--- config.mk ---
export PLATFORM = sky130hd
export DESIGN_NAME = mem_access_sequencer
export DESIGN_NICKNAME = d
export VERILOG_FILES = /design/src/rtl/mem_access_sequencer_pkg.sv /design/src/rtl/mem_split_calc.sv /design/src/rtl/mem_access_sequencer.sv
export SDC_FILE = /design/constraint.sdc
export NUM_CORES = 1
export LEC_CHECK = 0
export BUFFER_PORTS_ARGS = -buffer_cell sky130_fd_sc_hd__buf_2
export CAP_MARGIN = 40
export CORE_UTILIZATION = 25
export CTS_CLUSTER_SIZE = 25
export DETAILED_ROUTE_END_ITERATION = 10
export MAX_ROUTING_LAYER = met4
export PLACE_DENSITY = 0.5
export SLEW_MARGIN = 10
export SYNTH_ARGS = -nofsm -noshare
export SYNTH_HDL_FRONTEND = slang
export SYNTH_HIERARCHICAL = 1
export SYNTH_SLANG_ARGS = --single-unit
--- constraint.sdc ---
create_clock -name CLK -period 8.18 [get_ports CLK]
set_clock_uncertainty 0.2 [all_clocks]
set_input_delay 0.818 -clock CLK [delete_from_list [all_inputs] [get_ports CLK]]
set_output_delay 0.818 -clock CLK [all_outputs]
set_load 0.05 [all_outputs]
--- src/rtl/mem_access_sequencer_pkg.sv ---
// Shared definitions for the memory access sequencer: FSM states, access-size
// encoding and cache line geometry.
package mem_access_sequencer_pkg;

    localparam int LINE_BYTES = 16;

    typedef enum logic [1:0] {
        SZ_1B = 2'b00,
        SZ_2B = 2'b01,
        SZ_4B = 2'b10,
        SZ_8B = 2'b11
    } size_e;

    typedef enum logic [3:0] {
        ST_IDLE,
        ST_RD1,
        ST_RDW1,
        ST_RD2,
        ST_RDW2,
        ST_WR1,
        ST_WR2,
        ST_DONE,
        ST_DRAIN
    } state_e;

    // All-ones in the low n bytes (n <= 8).
    function automatic logic [63:0] byte_mask(input logic [3:0] n);
        logic [63:0] m;
        m = '0;
        for (int i = 0; i < 8; i++)
            if (4'(i) < n) m[8*i +: 8] = 8'hFF;
        return m;
    endfunction

endpackage

--- src/rtl/mem_split_calc.sv ---
// Splits an access into at most two line-contained pieces and shifts the store
// data for the second piece.
module mem_split_calc
    import mem_access_sequencer_pkg::*;
(
    input  logic [31:0] addr,
    input  logic [1:0]  size,
    input  logic [63:0] wdata,
    output logic [3:0]  nbytes,
    output logic        split,
    output logic [3:0]  n1,
    output logic [3:0]  n2,
    output logic [31:0] addr2,
    output logic [63:0] wdata2
);

    logic [4:0] end_off;
    logic [4:0] room;

    always_comb begin
        nbytes = 4'd1;
        unique case (size_e'(size))
            SZ_1B: nbytes = 4'd1;
            SZ_2B: nbytes = 4'd2;
            SZ_4B: nbytes = 4'd4;
            SZ_8B: nbytes = 4'd8;
        endcase
    end

    assign end_off = {1'b0, addr[3:0]} + {1'b0, nbytes};
    assign room    = 5'(LINE_BYTES) - {1'b0, addr[3:0]};
    assign split   = end_off > 5'(LINE_BYTES);
    // When split the offset is at least 9, so the room left fits in 4 bits.
    assign n1      = split ? room[3:0] : nbytes;
    assign n2      = nbytes - n1;
    assign addr2   = {addr[31:4] + 28'd1, 4'b0000};
    assign wdata2  = wdata >> {n1, 3'b000};

endmodule

--- src/rtl/mem_access_sequencer.sv ---
// Sequences an AG-stage memory access into one or two cache requests per
// direction, handling line splits, read-modify-write and pipeline flushes.
module mem_access_sequencer
    import mem_access_sequencer_pkg::*;
(
    input  logic        CLK,
    input  logic        RST,
    input  logic        V,
    input  logic        RD,
    input  logic        WR,
    input  logic [31:0] ADDR,
    input  logic [1:0]  SIZE,
    input  logic [63:0] WDATA,
    input  logic        FLUSH,
    output logic        C_REQ_V,
    input  logic        C_REQ_RDY,
    output logic [31:0] C_ADDR,
    output logic        C_RW,
    output logic [3:0]  C_BYTES,
    output logic [63:0] C_WDATA,
    input  logic        C_RESP_V,
    input  logic [63:0] C_RESP_DATA,
    output logic [63:0] RDATA,
    output logic        DONE,
    output logic        STALL
);

    state_e      state, state_nx;
    logic [31:0] addr_q;
    logic [1:0]  size_q;
    logic [63:0] wdata_q;
    logic        wr_q;
    logic [63:0] rdata_q;

    logic [3:0]  nbytes, n1, n2;
    logic        split;
    logic [31:0] addr2;
    logic [63:0] wdata2;
    logic        accept, req_state, hs;

    mem_split_calc u_split (
        .addr   (addr_q),
        .size   (size_q),
        .wdata  (wdata_q),
        .nbytes (nbytes),
        .split  (split),
        .n1     (n1),
        .n2     (n2),
        .addr2  (addr2),
        .wdata2 (wdata2)
    );

    assign accept    = (state == ST_IDLE) & V & (RD | WR) & ~FLUSH;
    assign req_state = (state == ST_RD1) | (state == ST_RD2) |
                       (state == ST_WR1) | (state == ST_WR2);
    assign hs        = req_state & C_REQ_RDY;

    always_ff @(posedge CLK or negedge RST) begin
        if (!RST) state <= ST_IDLE;
        else      state <= state_nx;
    end

    always_comb begin
        state_nx = state;
        C_ADDR   = '0;
        C_RW     = 1'b0;
        C_BYTES  = '0;
        C_WDATA  = '0;
        case (state)
            ST_IDLE:  if (accept) state_nx = RD ? ST_RD1 : ST_WR1;
            // A read handshaken in the same cycle as a flush still owes a response.
            ST_RD1: begin
                C_ADDR  = addr_q;
                C_BYTES = n1;
                if (hs)         state_nx = FLUSH ? ST_DRAIN : ST_RDW1;
                else if (FLUSH) state_nx = ST_IDLE;
            end
            ST_RD2: begin
                C_ADDR  = addr2;
                C_BYTES = n2;
                if (hs)         state_nx = FLUSH ? ST_DRAIN : ST_RDW2;
                else if (FLUSH) state_nx = ST_IDLE;
            end
            // A response coinciding with the flush leaves nothing to drain.
            ST_RDW1: begin
                if (C_RESP_V)   state_nx = FLUSH ? ST_IDLE :
                                           split ? ST_RD2 : wr_q ? ST_WR1 : ST_DONE;
                else if (FLUSH) state_nx = ST_DRAIN;
            end
            ST_RDW2: begin
                if (C_RESP_V)   state_nx = FLUSH ? ST_IDLE : wr_q ? ST_WR1 : ST_DONE;
                else if (FLUSH) state_nx = ST_DRAIN;
            end
            ST_WR1: begin
                C_ADDR  = addr_q;
                C_RW    = 1'b1;
                C_BYTES = n1;
                C_WDATA = wdata_q;
                if (FLUSH)   state_nx = ST_IDLE;
                else if (hs) state_nx = split ? ST_WR2 : ST_DONE;
            end
            ST_WR2: begin
                C_ADDR  = addr2;
                C_RW    = 1'b1;
                C_BYTES = n2;
                C_WDATA = wdata2;
                if (FLUSH)   state_nx = ST_IDLE;
                else if (hs) state_nx = ST_DONE;
            end
            ST_DONE:  state_nx = ST_IDLE;
            // Flush has nothing further to cancel here; the response is still owed.
            ST_DRAIN: if (C_RESP_V) state_nx = ST_IDLE;
            default:  state_nx = ST_IDLE;
        endcase
    end

    always_ff @(posedge CLK or negedge RST) begin
        if (!RST) begin
            addr_q  <= '0;
            size_q  <= '0;
            wdata_q <= '0;
            wr_q    <= 1'b0;
            rdata_q <= '0;
        end else if (accept) begin
            addr_q  <= ADDR;
            size_q  <= SIZE;
            wdata_q <= WDATA;
            wr_q    <= WR;
            rdata_q <= '0;
        end else if (C_RESP_V && !FLUSH) begin
            if (state == ST_RDW1)
                rdata_q <= C_RESP_DATA & byte_mask(n1);
            else if (state == ST_RDW2)
                rdata_q <= rdata_q | ((C_RESP_DATA & byte_mask(n2)) << {n1, 3'b000});
        end
    end

    assign C_REQ_V = req_state;
    assign RDATA   = rdata_q;
    assign DONE    = (state == ST_DONE);
    assign STALL   = ~((state == ST_IDLE) | (state == ST_DONE) | (state == ST_DRAIN)) | accept;

endmodule
# Word level (Yosys, flattened, before mapping)

Cells that the tools add are included.
Widths: inputs -> output; s select.

Word-level logic and storage cells: 174
Output and inout bits: 168
Register bits: 167
Input bits: 170

Reduce and logical (&&, ||, !) cells: 11
Shift-type cells: 2
Equality and inequality tests: 15
$add $sub $neg: 4
Multiplexer cells: 103
Bitwise operators: 16
$lt $le $gt $ge: 17

Operator list:

| cell                  | count |
|---|---|
| $mux 8                | 72 |
| $mux 64               | 4 |
| $and 64x64->64        | 2 |
| $pmux 64 s2           | 1 |
| $mux 4                | 17 |
| $or 64x64->64         | 1 |
| $pmux 32 s2           | 1 |
| $shl 64x7->64         | 1 |
| $shr 64x7->64         | 1 |
| $lt 3x4->1 const A    | 8 |
| $pmux 4 s8            | 1 |
| $add 28x1->28 const B | 1 |
| $eq 4x3->1 const B    | 4 |
| $lt 1x4->1 const A    | 4 |
| $lt 2x4->1 const A    | 4 |
| $pmux 4 s4            | 1 |
| $eq 4x2->1 const B    | 2 |
| $pmux 4 s2            | 1 |
| $or 1x1->1            | 7 |
| $mux 3                | 2 |
| $ne 3x3->1 const B    | 2 |
| $reduce_or 2->1       | 3 |
| $add 4x4->5           | 1 |
| $gt 5x5->1 const B    | 1 |
| other kinds (19)      | 26 |

# Depth between registers and ports, before layout

Word-level depth: 19
Depth in mapped cells: 22

# By module

The synthesis kept the hierarchy.

Modules (own cells, without submodules):

| module               | instances | seq. area each (um2) | area each (um2) | cells each |
|---|---|---|---|---|
| mem_access_sequencer | 1         | 4,179.0              | 10,121.0        | 1,160 |
| mem_split_calc       | 1         | 0.0                  | 3,029.2         | 382 |

# Worst setup path after synthesis

No wires, ideal clock.

Path kind: reg2out
From: register size_q[1]
To: output port C_BYTES[3]
Data required time: 7.162 ns
Path slack: 3.171 ns
Arrival time: 3.991 ns
Path buffers: 1
Cell stages (with the launch flop): 16
Cell sequence: dfrtp_1 -> nor2_1 -> ha_1 -> ha_1 -> nor2b_1 -> a22o_1 -> a211oi_4 -> a2111oi_4 -> o21ai_0 -> o31a_1 -> ha_1 -> a31o_2 -> a21oi_1 -> xnor2_1 -> buf_2 -> a22o_1

Word-level cells in the longest chain between the ends: 7
Elaborated cells between the ends (all ways): 10

RTL lines:

| what                               | RTL line                    | RTL |
|---|---|---|
| from (decl)                        | mem_access_sequencer.sv:30  | `logic [1:0] size_q;` |
| from (signal assigned)             | mem_access_sequencer.sv:120 | `size_q <= '0;` |
| from (signal assigned)             | mem_access_sequencer.sv:126 | `size_q <= SIZE;` |
| $eq 2x2->1 (tied with other cells) | mem_split_calc.sv:22        | `unique case (size_e'(size))` |
| $pmux 4 s4 (*)                     | mem_split_calc.sv:22        |  |
| net nbytes[0]                      | mem_access_sequencer.sv:35  | `logic [3:0] nbytes, n1, n2;` |
| $add 4x4->5                        | mem_split_calc.sv:30        | `assign end_off = {1'b0, addr[3:0]} + {1'b0, nbytes};` |
| $gt 5x5->1                         | mem_split_calc.sv:32        | `assign split = end_off > 5'(LINE_BYTES);` |
| $mux 4                             | mem_split_calc.sv:34        | `assign n1 = split ? room[3:0] : nbytes;` |
| $sub 4x4->4 (*)                    | mem_split_calc.sv:35        | `assign n2 = nbytes - n1;` |
| net n2[3]                          | mem_access_sequencer.sv:35  |  |
| $pmux 4 s2 (*)                     | mem_access_sequencer.sv:69  | `case (state)` |
| to (decl)                          | mem_access_sequencer.sv:19  | `output logic [3:0] C_BYTES,` |

The timed path passes the listed nets; every way through them passes the cells marked *.

# Worst setup path in the final report

From: register size_q[1]
To: output port C_WDATA[6]

Word-level cells in the longest chain between the ends: 7
Elaborated cells between the ends (all ways): 10

RTL lines:

| what                               | RTL line                   | RTL |
|---|---|---|
| $eq 2x2->1 (tied with other cells) | mem_split_calc.sv:22       |  |
| $pmux 4 s4 (*)                     | mem_split_calc.sv:22       |  |
| net nbytes[0]                      | mem_access_sequencer.sv:35 |  |
| $add 4x4->5 (*)                    | mem_split_calc.sv:30       |  |
| $gt 5x5->1 (*)                     | mem_split_calc.sv:32       |  |
| $mux 4 (*)                         | mem_split_calc.sv:34       |  |
| net n1[1]                          | mem_access_sequencer.sv:35 |  |
| $shr 64x7->64 (*)                  | mem_split_calc.sv:37       | `assign wdata2 = wdata >> {n1, 3'b000};` |
| net wdata2[6]                      | mem_access_sequencer.sv:38 | `logic [63:0] wdata2;` |
| $pmux 64 s2 (*)                    | mem_access_sequencer.sv:69 |  |
| to (decl)                          | mem_access_sequencer.sv:20 | `output logic [63:0] C_WDATA,` |

Marked as above.

==> metrics <==
vias in the first global route=13299; Top Layer Used=met4; antenna violations before repair=4; Seq pwr share=0.205; Static Leakage=7.79 nW; TritonRoute pass-1 iters=6; Synth top area share=0.318; part of the power in combinational logic=0.673; DR WL met2=26500 µm; initial DRC count=1107; GRT Overall Usage=0.222; Synth top cells by count=371 x nand2_1, 167 x dfrtp_1, 125 x a22o_1; number of setup buffers added after CTS=0; CTS Sinks=167; metal1 wirelength=25800 µm; Hold Crit Class=primary input to flop; HPWL Detailed=42100 µm; maximum clock insertion buffer count=2; WL/cell=23.4 µm; relative slew slack=0.386; multi-input logic area=8240 µm²; Port Buffers=337; Psw=4.13 mW; Filler Cells Inserted=5507; TNS Setup=0 ns; final core occ=0.311; largest net degree at the start of global routing=70; switching portion of total power=0.551; RSZ-0062 raised after global routing=no; WL final=58600 µm; top-count cell post-synth=nand2_1; synthesized area=13200 µm²; post-DR vias/cell=5.56; Die Wd=231 µm; worst hold path stage count=3; Post-Syn Instances=1542; Synth Flop Type=dfrtp_1; Slew @ Worst Pin=0.914 ns; pwr dens=467 nW/µm²; Die H=231 µm; vias after detailed routing=13899; Final Cycle Share=0.754; Internal=3.37 mW; Reg2Reg Depth=18; CTS tree=yes; Async SR Flop Fraction=1.00; Max-cap violations=0; FF/Latch Area=4180 µm²; area delta synth->final=22.0%; Placeable Area=51600 µm²; status=completed; post-synth top area cell=dfrtp_1; Final Slew Violations=0; Num CTS Buffers=17; Routed Antenna Nets=0; CP arrival=5.15 ns; GPL Wtd Cong=0.933; Nets=1984; Root Buffer=clkbuf_16; Synth Area per Inst=8.53 µm²; CP required=7.16 ns; fmax=162 MHz; largest cells by area after synthesis=dfrtp_1 32%, nand2_1 11%, a22o_1 8.3%; Remaining DRCs=0; wire length on met3=4470 µm; grt ovf=0; clock share of power=0.121; Seq/Total Area, Yosys=0.318; Yosys warnings=6; die area=53500 µm²; final setup violation count=0; Worst Setup Start Kind=flop; worst vdd rail ir drop=0.291 mV; global-route wire length before repair=86900 µm; H-tree levels=4; synth unique cells=86; Final Hold Vio Count=0; crit path kind=flop to primary output; worst-path fanout max=39; flops & latches, synth=167; site row count=83; Worst Setup End Kind=primary output; Final min period=6.17 ns; Initial Utilization=0.255; # IOs=338; Clock Latency Late Sink=0.50 ns; register clock-pin slew on the reported worst setup and hold paths=0.08 ns; Post-synth EDFFs=0; layout cell share with drive strength beyond 1=0.273
==> timing repair <==
| action | in CTS | in global routing |
|---|---|---|
| setup endpoints to repair | 0 | 0 |
| hold buffers | 1 | 0 |
| hold endpoints to repair | 2 | 0 |
| resized for setup | 0 | 0 |
==> cells by family (layout without fill, tap and decap cells) <==
family / Yosys count / after routing / share of synthesized area
and+or+nand+nor: 609 / 609 / 0.213
AOI/OAI and AO/OA: 456 / 456 / 0.282
DFF: 167 / 167 / 0.318
buffers and inverters: 149 / 423 / 0.0609
muxes: 116 / 116 / 0.0936
xor gates and xnor gates: 36 / 36 / 0.0240
adders and majority gates: 8 / 8 / 0.00761
other: 1 / 7 / 0.000285
==> power by group through the flow <==
stage / clock [mW] / sequential [mW] / combinational [mW]
6_report: 0.910 / 1.54 / 5.05
2_1_floorplan: 0 / 1.52 / 3.62
3_5_place_dp: 0 / 1.53 / 4.95
4_1_cts: 0.940 / 1.53 / 4.97
3_3_place_gp: 0 / 1.53 / 4.84
5_1_grt: 0.965 / 1.59 / 5.38
==> metal layers <==
| layer | vias up | track usage |
|---|---|---|
| li1 | 6229 | - |
| met1 | 6880 | 0.299 |
| met2 | 676 | 0.326 |
| met3 | 114 | 0.0423 |
| met4 | 0 | 0.0830 |
| met5 | - | - |
==> through the flow <==
step           setup WS [ns]  hold slack [ns]  area (µm²)  std cells  power, mW
5_1_grt                 1.67            0.283       16000       2502       7.93
3_3_place_gp            2.24            0.292       15200       2453       6.37
4_1_cts                 2.01            0.258       16000       2498       7.44
6_report                2.01            0.298       16000       2502       7.50
2_1_floorplan           3.17            0.258       13200       1545       5.13
3_5_place_dp            2.38            0.305       15400       2465       6.48
==> critical path, cell delays in order, from the launching register on <==
cell,delay (ns)
dfrtp_1,0.48
nor2_1,0.30
ha_1,0.26
ha_1,0.26
nor2b_1,0.30
a22o_1,0.24
a211oi_4,0.08
o311ai_1,0.43
nand4_4,0.74
buf_4,0.55
mux2i_1,0.34
a22o_1,0.21
a22o_1,0.18
buf_2,0.28
==> state kept, by name (all words and copies together), names as in the netlist <==
register and cells:
size_q 2, RDATA 64, wdata_q 64, addr_q 32
state 4, wr_q 1
==> layout make-up <==
class,count,share of cell area
Timing Repair Buffer,374,0.130
Multi-Input combinational cell,1229,0.514
Inverter,17,0.00406
Sequential cell,167,0.260
Clock buffer,17,0.0265
Antenna cell,3,0.000468
Clock inverter,15,0.0118
Tap cell,680,0.0530
==> path summary, 6_finish.rpt <==
| path | endpoint | startpoint | slack, ns |
|---|---|---|---|
| worst min register to register | wr_q$_DFFE_PN0P_ | wr_q$_DFFE_PN0P_ | 0.32 |
| max in group asynchronous | addr_q[15]$_DFFE_PN0P_ | RST | 6.06 |
| worst max register to register | RDATA[27]$_DFFE_PN0P_ | size_q[1]$_DFFE_PN0P_ | 2.32 |
| min in group asynchronous | RDATA[1]$_DFFE_PN0P_ | RST | 0.58 |
| worst max-delay path | C_WDATA[6] | size_q[1]$_DFFE_PN0P_ | 2.01 |
| worst min-delay path | wdata_q[35]$_DFFE_PN0P_ | WDATA[35] | 0.30 |
==> cells in the final DEF, fill, tap and decap left out, types with 17 or more instances in the layout <==
cell,instances
dfrtp_1,167
clkbuf_16,17
buf_2,339
o21ai_0,26
a22o_1,125
mux2_2,27
a21oi_1,48
nor3_1,17
nor2_1,58
nor3b_1,18
a32oi_1,24
nand2_1,371
buf_4,25
mux2i_1,81
and2_1,47
a22oi_1,33
xnor2_1,26
No activity file was read; power rests on OpenSTA's default activity.
